<file path="src/rtl/fetch_mem_unit.sv">
// fetch_mem_unit: memory-side front end of the 16-bit core.
// Owns the single block-RAM port. It fetches instructions into the IR and
// performs data loads and stores. The IR fields are exposed as plain wires.
//
// Handshake: a request (fetchStart or dataReq) is sampled only while
// busy=0. dataReq has priority over fetchStart. A request seen while busy=1
// is dropped, not queued. Completion is signalled by a one-cycle pulse:
// instrValid for a fetch, dataDone for a load or store.
module fetch_mem_unit (
    input  logic        clk,
    input  logic        reset,
    input  logic [15:0] pc,
    input  logic [15:0] dataAddr,
    input  logic [15:0] storeData,
    input  logic        fetchStart,
    input  logic        dataReq,
    input  logic        dataWrite,
    input  logic [15:0] memRdata,
    output logic [15:0] memAddr,
    output logic [15:0] memWdata,
    output logic        memWe,
    output logic [15:0] instruction,
    output logic [7:0]  instructionOp,
    output logic [3:0]  regAddB,
    output logic [3:0]  regAddA,
    output logic [7:0]  immediate,
    output logic        instrValid,
    output logic [15:0] loadData,
    output logic        dataDone,
    output logic        busy
);

    typedef enum logic [2:0] {
        ST_IDLE  = 3'd0,
        ST_FETCH = 3'd1,
        ST_FWAIT = 3'd2,
        ST_DATA  = 3'd3,
        ST_DWAIT = 3'd4
    } state_e;

    state_e      state_q, state_d;
    logic [15:0] addr_q, addr_d;      // latched pc or dataAddr
    logic [15:0] wdata_q, wdata_d;    // latched store value
    logic        write_q, write_d;    // latched access direction
    logic [15:0] ir_q, ir_d;
    logic [15:0] load_q, load_d;
    logic        instr_valid_q, instr_valid_d;
    logic        data_done_q, data_done_d;

    // State and datapath registers; reset clears everything at once.
    always_ff @(posedge clk or posedge reset) begin
        if (reset) begin
            state_q       <= ST_IDLE;
            addr_q        <= 16'h0000;
            wdata_q       <= 16'h0000;
            write_q       <= 1'b0;
            ir_q          <= 16'h0000;
            load_q        <= 16'h0000;
            instr_valid_q <= 1'b0;
            data_done_q   <= 1'b0;
        end else begin
            state_q       <= state_d;
            addr_q        <= addr_d;
            wdata_q       <= wdata_d;
            write_q       <= write_d;
            ir_q          <= ir_d;
            load_q        <= load_d;
            instr_valid_q <= instr_valid_d;
            data_done_q   <= data_done_d;
        end
    end

    // Next-state logic, request latching and completion pulses.
    always_comb begin
        state_d       = state_q;
        addr_d        = addr_q;
        wdata_d       = wdata_q;
        write_d       = write_q;
        ir_d          = ir_q;
        load_d        = load_q;
        instr_valid_d = 1'b0;
        data_done_d   = 1'b0;
        case (state_q)
            ST_IDLE: begin
                if (dataReq) begin
                    addr_d  = dataAddr;
                    wdata_d = storeData;
                    write_d = dataWrite;
                    state_d = ST_DATA;
                end else if (fetchStart) begin
                    addr_d  = pc;
                    state_d = ST_FETCH;
                end
            end
            ST_FETCH: state_d = ST_FWAIT;
            ST_FWAIT: begin
                ir_d          = memRdata;
                instr_valid_d = 1'b1;
                state_d       = ST_IDLE;
            end
            ST_DATA: begin
                if (write_q) begin
                    data_done_d = 1'b1;
                    state_d     = ST_IDLE;
                end else begin
                    state_d = ST_DWAIT;
                end
            end
            ST_DWAIT: begin
                load_d      = memRdata;
                data_done_d = 1'b1;
                state_d     = ST_IDLE;
            end
            default: state_d = ST_IDLE;
        endcase
    end

    // RAM port decode. These are purely combinational from state, so an
    // asynchronous reset drops memWe without waiting for a clock edge.
    always_comb begin
        memAddr  = pc;
        memWdata = 16'h0000;
        memWe    = 1'b0;
        case (state_q)
            ST_FETCH, ST_FWAIT, ST_DWAIT: memAddr = addr_q;
            ST_DATA: begin
                memAddr = addr_q;
                if (write_q) begin
                    memWdata = wdata_q;
                    memWe    = 1'b1;
                end
            end
            default: memAddr = pc;
        endcase
    end

    assign busy          = (state_q != ST_IDLE);
    assign instruction   = ir_q;
    assign instructionOp = {ir_q[15:12], ir_q[7:4]};
    assign regAddB       = ir_q[11:8];
    assign regAddA       = ir_q[3:0];
    assign immediate     = ir_q[7:0];
    assign instrValid    = instr_valid_q;
    assign loadData      = load_q;
    assign dataDone      = data_done_q;

endmodule

</file>
<file path="config.mk">
export PLATFORM = sky130hd
export DESIGN_NAME = fetch_mem_unit
export DESIGN_NICKNAME = d
export VERILOG_FILES = /design/src/rtl/fetch_mem_unit.sv
export SDC_FILE = /design/constraint.sdc
export NUM_CORES = 1
export LEC_CHECK = 0
export CAP_MARGIN = 20
export CORE_AREA = 4 4 129 69
export CTS_BUF_LIST = sky130_fd_sc_hd__clkbuf_4 sky130_fd_sc_hd__clkbuf_8
export CTS_CLUSTER_SIZE = 16
export DETAILED_ROUTE_END_ITERATION = 10
export DIE_AREA = 0 0 133 73
export PLACE_DENSITY_LB_ADDON = 0.08
export REMOVE_ABC_BUFFERS = 1
export SETUP_SLACK_MARGIN = 0.5
export SLEW_MARGIN = 20
export SYNTH_ARGS = -nofsm -noshare
export SYNTH_HDL_FRONTEND = slang
export SYNTH_SLANG_ARGS = --single-unit
</file>
<file path="constraint.sdc">
create_clock -name clk -period 3.8 [get_ports clk]
set_input_delay 1.14 -clock clk [delete_from_list [all_inputs] [get_ports clk]]
set_output_delay 1.14 -clock clk [all_outputs]
set_load 0.02 [all_outputs]
</file>
==> results by group <==
Outcome
  • Status: complete, no violations

Route
  • Router iterations before antenna repair: 4
  • Count of nets left with antenna violations after detail routing: 0
  • Post-Route WL: 8.165 mm
  • Total number of vias: 2278
  • First DRT Iteration DRCs: 56
  • DRC violations left: 0
  • Routed vias/inst: 4.611
  • DR WL/cell: 16.53 microns

Synth
  • Share of cell area taken by muxes after synthesis: 34.40%
  • Sequential area share after synthesis: 50.32%
  • Xor/xnor cell area share of the yosys netlist: 0%
  • Post-synthesis async set-or-reset flop share: 100.0%
  • Largest family of logic cells by synthesized area: multiplexers
  • Gate count after technology mapping: 235
  • Per-instance average area after synthesis: 14.81 sq um
  • Area fraction in compound gates after synthesis: 0.2157%
  • Commonest register cell after synthesis: sky130_fd_sc_hd__dfrtp_1
  • Summed instance area of the synthesized netlist: 0.003481 sq mm
  • Area share of fa/ha/maj cells after synthesis: 0%
  • Number of library cell types mapped by synthesis: 26
  • Count of flip-flops with a built-in enable after synthesis: 0
  • Synth warnings: 0
  • Share of synthesized cell area in and, or, nand and nor gates: 6.434%
  • Flip-flop and latch count after synthesis: 70

STA
  • Setup tns final: 0 ps
  • Transition at the pin with the smallest max-transition slack: 954.2 ps
  • Number of hold violations in the final report: 0
  • Final period utilization: 86.14%
  • Peak Freq: 305.5 MHz
  • Number of pins with negative max-slew slack in the final report: 0
  • Slew headroom: 36.32%
  • Clock Skews: 3.851 ps
  • Setup repair after global routing missed its margin: no
  • Period minus WS final: 3273 ps
  • Final number of setup-violating endpoints: 0

Critical path
  • Endpoint arrival time on the critical path: 2130 ps
  • Endpoint kind of the worst setup timing path: output port
  • Worst reg2reg endpoint: instruction[15]
  • Critical path start-end classification: input port to output port
  • Worst endpoint required time: 2660 ps
  • Maximum fanout count along the critical path: 2
  • Source of the worst register-to-register timing path: state_q[1]
  • Worst setup path endpoint: memAddr[8]
  • FF-to-FF path depth: 3
  • Start point of the critical path: pc[8]
  • Flop-to-flop setup slack: 1820 ps
  • Kind of launch point of the worst setup path: input port

Placement
  • Placed Cells incl. Taps: 475
  • Final weighted congestion in routability-driven placement: 0.7056
  • Count of port buffers added during placement: 160
  • Hpwl dp: 6.088 mm

Global routing
  • Total GRT Usage: 16.99%
  • Via count of the first global-routing pass: 2463
  • Overflow left after global routing: 0
  • Antenna violations before repair: 0
  • Pin count of the biggest net entering global routing: 28
  • Global-route wire length before repair: 12.79 mm

Floorplan
  • Die X: 133 microns
  • Placeable Area: 0.007799 sq mm
  • Top-Level Pins: 161
  • Row count: 23
  • Area of the die: 0.009709 sq mm
  • Starting Density: 44.63%
  • Die height: 73 microns

Clocking
  • Clock buffers created by TritonCTS: 9
  • TritonCTS sink count: 70
  • Clk slew on worst S/H paths: 70 ps
  • Source-to-sink clock delay at the later pin of the worst-skew pair: 340 ps
  • CTS Root Cell: sky130_fd_sc_hd__clkbuf_8
  • CTS H-tree depth: 3
  • TritonCTS clock tree: built
  • Max clock buf depth: 2

Hold path
  • Hold Crit Class: flip-flop to flip-flop

Power and ir drop
  • Sequential fraction of design power: 29.0%
  • Int Pwr: 2.997 mW
  • Logic gate share of total power: 55.9%
  • Highest ir drop seen on vdd: 0.4263 mV
  • Switching portion of total power: 36.10%
  • PwrDens: 896.5 mW/mm^2
  • Reported net switching power: 1.694 mW
  • Design Power: 4.691 mW
  • Static Leak: 2.305 nW
  • Part of the power in the clock network: 15.1%

Layout
  • Antenna Diode Count: 0
  • Final Instance Count excl. Fillers: 494
  • Fin nets: 446
  • Area growth from synthesis to final layout: 50.32%
  • Share of post-route cells with drive strength above 1: 31.94%

Flow run
  • Number of max-capacitance violations reported: 0
-- layout make-up --
cell class                      instances  area, sq um
Tap cell                              112        140.1
Inverter                                2        7.507
Fill cell                             588         2566
Multi-Input combinational cell        129         1441
Timing Repair Buffer                  165         1654
Clock buffer                            9        123.9
Sequential cell                        70         1753
Clock inverter                          7        112.6
-- cell families (layout without fill, tap and decap cells) --
family | after synthesis | count (layout)
and+or+nand+nor | 30 | 31
DFF | 70 | 70
muxes | 97 | 97
buffers and inverters | 37 | 183
AOI/OAI and AO/OA | 1 | 1
-- critical path, cell delays in order --
cell and delay, ps:
sky130_fd_sc_hd__clkdlybuf4s50_1 410, sky130_fd_sc_hd__mux2_2 260, sky130_fd_sc_hd__dlygate4sd2_1 320
-- layer usage --
layer | track usage, % | routed length, microns | share of wire (%) | up-vias
li1 | - | - | - | 1076
met1 | 21.51 | 3700 | 45 | 1118
met2 | 27.70 | 3773 | 46 | 79
met3 | 6.336 | 628 | 7.7 | 5
met4 | 4.839 | 63 | 0.77 | 0
met5 | 0 | 0 | 0 | -
-- power groups by stage --
stage	clock [mW]	sequential, mW	combinational [mW]
after floorplan	0	1.71	1.14
after detailed placement	0	1.37	2.68
final	0.708	1.36	2.62
after global routing	0.767	1.42	2.75
after global placement	0	1.35	2.66
after CTS	0.734	1.36	2.63
-- how the worst min path moves through the flow --
stage | from | endpoint | slack, ps | cells past startpoint
after detailed placement | write_q | state_q[2] | 430 | 1
after floorplan | write_q | state_q[2] | 410 | 1
after global placement | write_q | state_q[2] | 420 | 1
after CTS | write_q | state_q[2] | 450 | 1
final | loadData[11] | loadData[11] | 490 | 1
after global routing | loadData[8] | loadData[8] | 510 | 1
-- cells in the mapped netlist, types with 2 or more instances --
master                    instances  area [sq um]
sky130_fd_sc_hd__buf_4           26         195.2
sky130_fd_sc_hd__dfrtp_1         70          1752
sky130_fd_sc_hd__and2_1          16         100.1
sky130_fd_sc_hd__mux2_4          28         420.4
sky130_fd_sc_hd__buf_6            3         33.78
sky130_fd_sc_hd__buf_8            2         30.03
sky130_fd_sc_hd__mux2_2          60         675.7
sky130_fd_sc_hd__mux2_1           9         101.4
sky130_fd_sc_hd__buf_2            2         10.01
sky130_fd_sc_hd__nor2_1           3         11.26
-- cells in the final DEF (no fill, tap or decap), types with 4 or more instances in the layout --
| master | n |
|---|---|
| sky130_fd_sc_hd__mux2_4 | 28 |
| sky130_fd_sc_hd__dlymetal6s2s_1 | 5 |
| sky130_fd_sc_hd__clkdlybuf4s15_1 | 11 |
| sky130_fd_sc_hd__buf_4 | 4 |
| sky130_fd_sc_hd__dlygate4sd2_1 | 4 |
| sky130_fd_sc_hd__mux2_2 | 60 |
| sky130_fd_sc_hd__and2_1 | 16 |
| sky130_fd_sc_hd__clkdlybuf4s50_1 | 139 |
| sky130_fd_sc_hd__mux2_1 | 9 |
| sky130_fd_sc_hd__clkbuf_8 | 9 |
| sky130_fd_sc_hd__dfrtp_1 | 69 |
-- sequential cells by signal, indices dropped and copies added, names as in the netlist --
signal and cells:
write_q 1, state_q 3, addr_q 16, dataDone 1
wdata_q 16, instrValid 1, loadData 16, instruction 16
-- repair_timing --
action	CTS	global route
hold buffers	0	0
pin swaps	1	1
setup buffers	1	1
cloned	0	1
setup endpoints to repair	33	26
hold endpoints to repair	0	0
resized for setup	20	17
-- per-stage QoR --
step,utilization [%],hold WS [ps],worst slack (ps),cell area (sq um)
floorplan,-,410.4,891.8,3188
global placement,63.50,424.9,290.0,4952
detailed placement,63.50,434.2,286.9,4952
CTS,66.63,450.8,515.0,5196
global route,67.09,514.6,477.2,5233
finish,67.09,488.4,526.7,5233
Power figures use the tool's default switching activity.
==> RTL edit: new RTL, config.mk and constraints unchanged <==
Make the reset (`reset`) synchronous in one clocked block. Comments in the files are not updated.
--- a/src/rtl/fetch_mem_unit.sv
+++ b/src/rtl/fetch_mem_unit.sv
@@ -48,7 +48,7 @@
     logic        data_done_q, data_done_d;
 
     // State and datapath registers; reset clears everything at once.
-    always_ff @(posedge clk or posedge reset) begin
+    always_ff @(posedge clk) begin
         if (reset) begin
             state_q       <= ST_IDLE;
             addr_q        <= 16'h0000;
Function: differs if reset is asserted again (counterexample within 4 cycles, from zero or initial values and one cycle with reset high); with reset held inactive, the same outputs for 10 cycles.
==> RTL edit against the original RTL <==
Largest cell class is now buffers; global-route usage up 0.67 points; area after synthesis shrank 7.3%; non-clock buffer count rose by 5; count of clock-buffer cells in the layout is 4 higher; first-iteration DRC count rose by 82%; wire length rose by 6.7%; setup slack got worse by 0.014 ns; design area shrank 6.2%; sequential cell count unchanged; die area stayed put.
Power is not compared: it rests on default switching activity, and its combinational part moved more than twofold at a synthesized area within 25%.
==> RTL edit: results <==
set metrics [dict create \
    holdPathStages 2 \
    async_flop_share_pct 0 \
    hold_start "wdata_q[5]" \
    grt_pass1_wl_um 13600 \
    met2_length_um 3870 \
    holdWs_ns 0.450 \
    crit_start "pc[3]" \
    num-fill-cells 639 \
    outcome "complete, no violations" \
    pre_cts_ws_ns 0.262 \
    via_per_inst 4.71 \
    multi_input_area_share_pct 30.5 \
    m1WireLength_um 4040 \
    grt_use_met3_pct 7.23 \
    buf_share_pct 34.0 \
    place_hpwl_um 6250 \
    skew_ns 0.00665 \
    r2r_cells 4 \
    drive_gt1_share_pct 12.4 \
    whs_endpoint "wdata_q[5]" \
    crit_arrival_ns 2.15 \
    dp_cells 563 \
    fin_nets 533 \
    grt_max_degree 37 \
    ys_types 25 \
    use_met2_pct 26.6 \
    synth.area.top_cells "dfxtp_1 (43%), mux2i_1 (15%), buf_4 (7.2%)" \
    place.gp.congestion 0.793 \
    wirelength_um 8720 \
    drt-wirelength-per-cell_um 15.0 \
    seq_area_frac_synth_pct 43.4 \
]
RTL edit: cell types whose count changed after synthesis, sizes merged, moves of 33 or more:
cell   delta
a21oi    +33
dfrtp    -70
dfxtp    +70
mux2     -81
mux2i    +48
nand2    +34
RTL edit: kinds of logic after synthesis:
logic type	share of synthesized area, %
and+or+nand+nor	14.9
muxes	21.6
buffers and inverters	10.7
DFF	43.4
AOI/OAI and AO/OA	9.38
RTL edit: what timing repair did:
action / in CTS / in global routing
gates cloned: 0 / 0
setup endpoints to repair: 33 / 26
pin swaps: 2 / 0
buffers inserted: 2 / 0
gates resized for setup: 28 / 21
RTL edit: power by group:
part / total [uW] / switching [uW] / leakage, uW / internal, uW
Combinational: 465 / 224 / 0.00132 / 241
Sequential: 817 / 33.9 / 0.000574 / 783
Clock: 566 / 270 / 0.0000988 / 296
Total: 1850 / 528 / 0.00200 / 1320
